<file path="src/rtl/adder_seq_nb.sv">
// Slice-serial adder: WIDTH/SLICE cycles per sum, LSB slice first; latency N edges accept->DONE.
// No backpressure: START is ignored while BUSY, results hold until the next completion.
module adder_seq_nb #(
  parameter int WIDTH = 16,
  parameter int SLICE = 4
) (
  input  logic             CLK,
  input  logic             RST,
  input  logic             START,
  input  logic [WIDTH-1:0] IN0,
  input  logic [WIDTH-1:0] IN1,
  input  logic             CARRY_IN,
  output logic             BUSY,
  output logic             DONE,
  output logic [WIDTH-1:0] SUM,
  output logic             CARRY_OUT,
  output logic             OVERFLOW
);

  localparam int N  = WIDTH / SLICE;
  localparam int CW = (N > 1) ? $clog2(N) : 1;

  localparam logic [1:0] S_IDLE = 2'd0;
  localparam logic [1:0] S_ADD  = 2'd1;
  localparam logic [1:0] S_CPLT = 2'd2;

  logic [1:0]       state_q, state_d;
  logic [CW-1:0]    cnt_q, cnt_d;
  logic [WIDTH-1:0] a_q, a_d;
  logic [WIDTH-1:0] b_q, b_d;
  logic             c_q, c_d;
  logic [WIDTH-1:0] acc_q, acc_d;
  logic [WIDTH-1:0] sum_q, sum_d;
  logic             cout_q, cout_d;
  logic             ovf_q, ovf_d;

  logic [SLICE:0]   ssum;
  logic [WIDTH-1:0] acc_shift;
  logic             last;
  logic             accept;

  // Operands shift right each cycle, so the active slice is always the low SLICE bits.
  assign ssum      = {1'b0, a_q[SLICE-1:0]} + {1'b0, b_q[SLICE-1:0]} + {{SLICE{1'b0}}, c_q};
  assign acc_shift = (acc_q >> SLICE) | (WIDTH'(ssum[SLICE-1:0]) << (WIDTH - SLICE));
  assign last      = (cnt_q == CW'(N - 1));
  assign accept    = START && ((state_q == S_IDLE) || (state_q == S_CPLT));

  always_comb begin
    state_d = state_q;
    cnt_d   = cnt_q;
    a_d     = a_q;
    b_d     = b_q;
    c_d     = c_q;
    acc_d   = acc_q;
    sum_d   = sum_q;
    cout_d  = cout_q;
    ovf_d   = ovf_q;
    case (state_q)
      S_ADD: begin
        a_d   = a_q >> SLICE;
        b_d   = b_q >> SLICE;
        c_d   = ssum[SLICE];
        acc_d = acc_shift;
        if (last) begin
          sum_d   = acc_shift;
          cout_d  = ssum[SLICE];
          // carry into the MSB is a^b^s at that bit
          ovf_d   = a_q[SLICE-1] ^ b_q[SLICE-1] ^ ssum[SLICE-1] ^ ssum[SLICE];
          state_d = S_CPLT;
        end else begin
          cnt_d = cnt_q + 1'b1;
        end
      end
      default: begin
        if (accept) begin
          a_d     = IN0;
          b_d     = IN1;
          c_d     = CARRY_IN;
          acc_d   = '0;
          cnt_d   = '0;
          state_d = S_ADD;
        end else begin
          state_d = S_IDLE;
        end
      end
    endcase
  end

  always_ff @(posedge CLK) begin
    if (RST) begin
      state_q <= S_IDLE;
      cnt_q   <= '0;
      a_q     <= '0;
      b_q     <= '0;
      c_q     <= 1'b0;
      acc_q   <= '0;
      sum_q   <= '0;
      cout_q  <= 1'b0;
      ovf_q   <= 1'b0;
    end else begin
      state_q <= state_d;
      cnt_q   <= cnt_d;
      a_q     <= a_d;
      b_q     <= b_d;
      c_q     <= c_d;
      acc_q   <= acc_d;
      sum_q   <= sum_d;
      cout_q  <= cout_d;
      ovf_q   <= ovf_d;
    end
  end

  assign BUSY      = (state_q == S_ADD);
  assign DONE      = (state_q == S_CPLT);
  assign SUM       = sum_q;
  assign CARRY_OUT = cout_q;
  assign OVERFLOW  = ovf_q;

endmodule

</file>
<file path="config.mk">
export PLATFORM = sky130hd
export DESIGN_NAME = adder_seq_nb
export DESIGN_NICKNAME = d
export VERILOG_FILES = /design/src/rtl/adder_seq_nb.sv
export SDC_FILE = /design/constraint.sdc
export NUM_CORES = 1
export LEC_CHECK = 0
export BUFFER_PORTS_ARGS = -buffer_cell sky130_fd_sc_hd__buf_2
export CELL_PAD_IN_SITES_DETAIL_PLACEMENT = 2
export CELL_PAD_IN_SITES_GLOBAL_PLACEMENT = 2
export CORE_ASPECT_RATIO = 0.9
export CORE_UTILIZATION = 32
export DETAILED_ROUTE_END_ITERATION = 7
export PLACE_DENSITY_LB_ADDON = 0.1
export SLEW_MARGIN = 40
export SYNTH_ARGS = -nofsm -noshare
export SYNTH_HDL_FRONTEND = slang
export SYNTH_SLANG_ARGS = --single-unit
</file>
<file path="constraint.sdc">
create_clock -name CLK -period 2.42 [get_ports CLK]
set_clock_uncertainty 0.1 [all_clocks]
set_input_delay 0.121 -clock CLK [delete_from_list [all_inputs] [get_ports CLK]]
set_output_delay 0.121 -clock CLK [all_outputs]
set_load 0.05 [all_outputs]
</file>
==> qor.csv <==
metric,value,unit
top_layer_used,met4,
required,2.58,ns
max_freq,471,MHz
synth-seq-area-share,48.9,%
cts_sinks,67,
ys.flop_type,dfxtp_1,
grt_first_pass_wirelength,13200,µm
postSynthAreaPerCell,8.46,µm²
cts_buffers,9,
wl_met3,199,µm
post_drt_wl_per_cell,15.0,µm
min_period_over_period,87.7,%
grt_setup_unrepaired,false,
antenna_left,0,
drt_iter0_drc,62,
die_x,99.6,µm
maxSlewHeadroom,64.2,%
hold_buffers,32,
post_cts_buffers,0,
synth_edf_count,0,
diodes,0,
yosysUniqueCellTypes,29,
setup-violations-final,0,
synthArstFlopShare,0,%
cpMostUsedCell,fa_1,
std_cell_rows,31,
die_h,89.8,µm
yosysWarnings,0,
p_per_area,652,nW/µm²
ys_seq_elements,67,
grtUsageTotal,18.8,%
ctsHtreeMaxLevel,3,
layout_commonest_cell,nand2_1,
finalHoldViolations,0,
critical_path.top_delay_family,adder cells,
n_fill_cell,950,
status,finished clean,
grt_pass1_vias,2683,
via_per_inst,4.84,
grt-ovfl-total,0,
dpl.hpwl,5100,µm
critPathBufInv,0,
timing.max_cap.violations,0,
wl_met1,3810,µm
final_nets,443,
crit_fanout,3,
mostFrequentLayoutCells,"nand2_1 (93), dfxtp_1 (67), buf_2 (55)",
firstDrtPassIters,4,
finalPower,2310,µW
ir_worst_vdd,0.000271,V
drc,0,
critPathCaptureType,register,
syn_to_final_growth,28.9,%
clk_path_buf_depth,2,
critPathMaxStageDelay,0.46,ns
slew_violations,0,
vias,2524,
worst_pin_slew,0.537,ns
pin_count,56,
p_leak,0.00145,µW
crit_chain,"fa_1, fa_1, a21o_1, a21oi_2, xnor2_1, a211oi_2",
cts_tree,done,
cts.clk_slew.worst_paths,0.07,ns
routed_wl,7820,µm
hold_class,in -> reg,
clock_tree.root_cell,clkbuf_8,
finalSetupTns,0,ns
path_class,reg -> reg,
netlist_area,2740,µm²
place.gp.congestion,0.661,
initial_utilization,33.5,%
antenna_found_initial,0,
port_buffers,55,
critPathSlowestCell,fa_1,
worstPathArrival,2.28,ns
crit_path_start_kind,register,
period_needed,2.12,ns
die-area,8950,µm²
grt_max_degree,43,
clkLatencyLatePin,0.34,ns
syn_inst,324,
syn-num-nets,366,
dr_wl_met2,3730,µm
core,8180,µm²
drive_above_1_share,22.2,%
cts_resized,0,
routing by layer:
metal	GRT usage (%)	vias up
li1	-	1249
met4	5.15	0
met3	4.28	9
met2	31.8	38
met1	24.0	1228
met5	0	-
registers in the layout, indices dropped and copies added (netlist names):
name	count
CARRY_OUT	1
OVERFLOW	1
SUM	16
a_q	16
acc_q	12
b_q	16
c_q	1
cnt_q	2
state_q	2
Yosys cell counts (4+ instances only):
cell      number  share of area, %
buf_2          8               1.5
a311oi_1      24               7.7
clkbuf_1      10               1.4
ha_1           4               1.8
nand2_1       93                13
buf_4          6               1.6
dfxtp_1       67                49
a21oi_1       27               4.9
nand2b_1       4              0.91
nor2_2         4              0.91
nor2_1        40               5.5
a22oi_1       11               3.0
metrics by stage:
stage,instance area (µm²),utilization (%),setup slack (ns),cells,hold WS (ns)
after detailed placement,3060,37.3,0.303,473,0.269
after floorplan,2740,-,0.419,324,0.157
final,3540,43.2,0.299,521,0.0197
after global placement,3060,37.3,0.353,473,0.262
after CTS,3540,43.2,0.280,521,0.00981
after global routing,3540,43.2,0.195,521,0.00974
kinds of logic after synthesis:
logic type | synth area share [%]
simple gates | 22.4
compound gates | 18.6
flops | 48.9
buf+inv | 5.93
fa+ha+maj | 3.28
xor+xnor | 0.958
power breakdown:
part | switching, µW | internal, µW
clock network | 419 | 362
registers | 38.1 | 1160
logic | 187 | 139
total | 644 | 1660
worst reg2reg max path: cells and delay by family, from the launching register on:
family | cells | cell delay [ns]
adder cells (fa/ha/maj) | 2 | 0.88
XOR/XNOR | 1 | 0.11
AO/OA/AOI/OAI | 3 | 0.63
flip-flops | 1 | 0.33
area by class of cell:
type                            instances  area [µm²]  share of cell area (%)
Clock buffer                           10         128                    3.61
Clock inverter                          6        32.5                   0.920
Inverter                                1        6.26                   0.177
Tap cell                              115         144                    4.07
Timing Repair Buffer                   93         641                    18.1
Multi-Input combinational cell        229        1240                    35.2
Sequential cell                        67        1340                    37.9
path summary, 6_finish.rpt:
path,slack [ns],cells after the start,start,to
max reg2reg,0.30,6,a_q[0],OVERFLOW
max,0.30,6,a_q[0],OVERFLOW
min reg2reg,0.36,2,SUM[0],SUM[0]
min,0.02,3,CARRY_IN,c_q
Power figures use the tool's default switching activity.
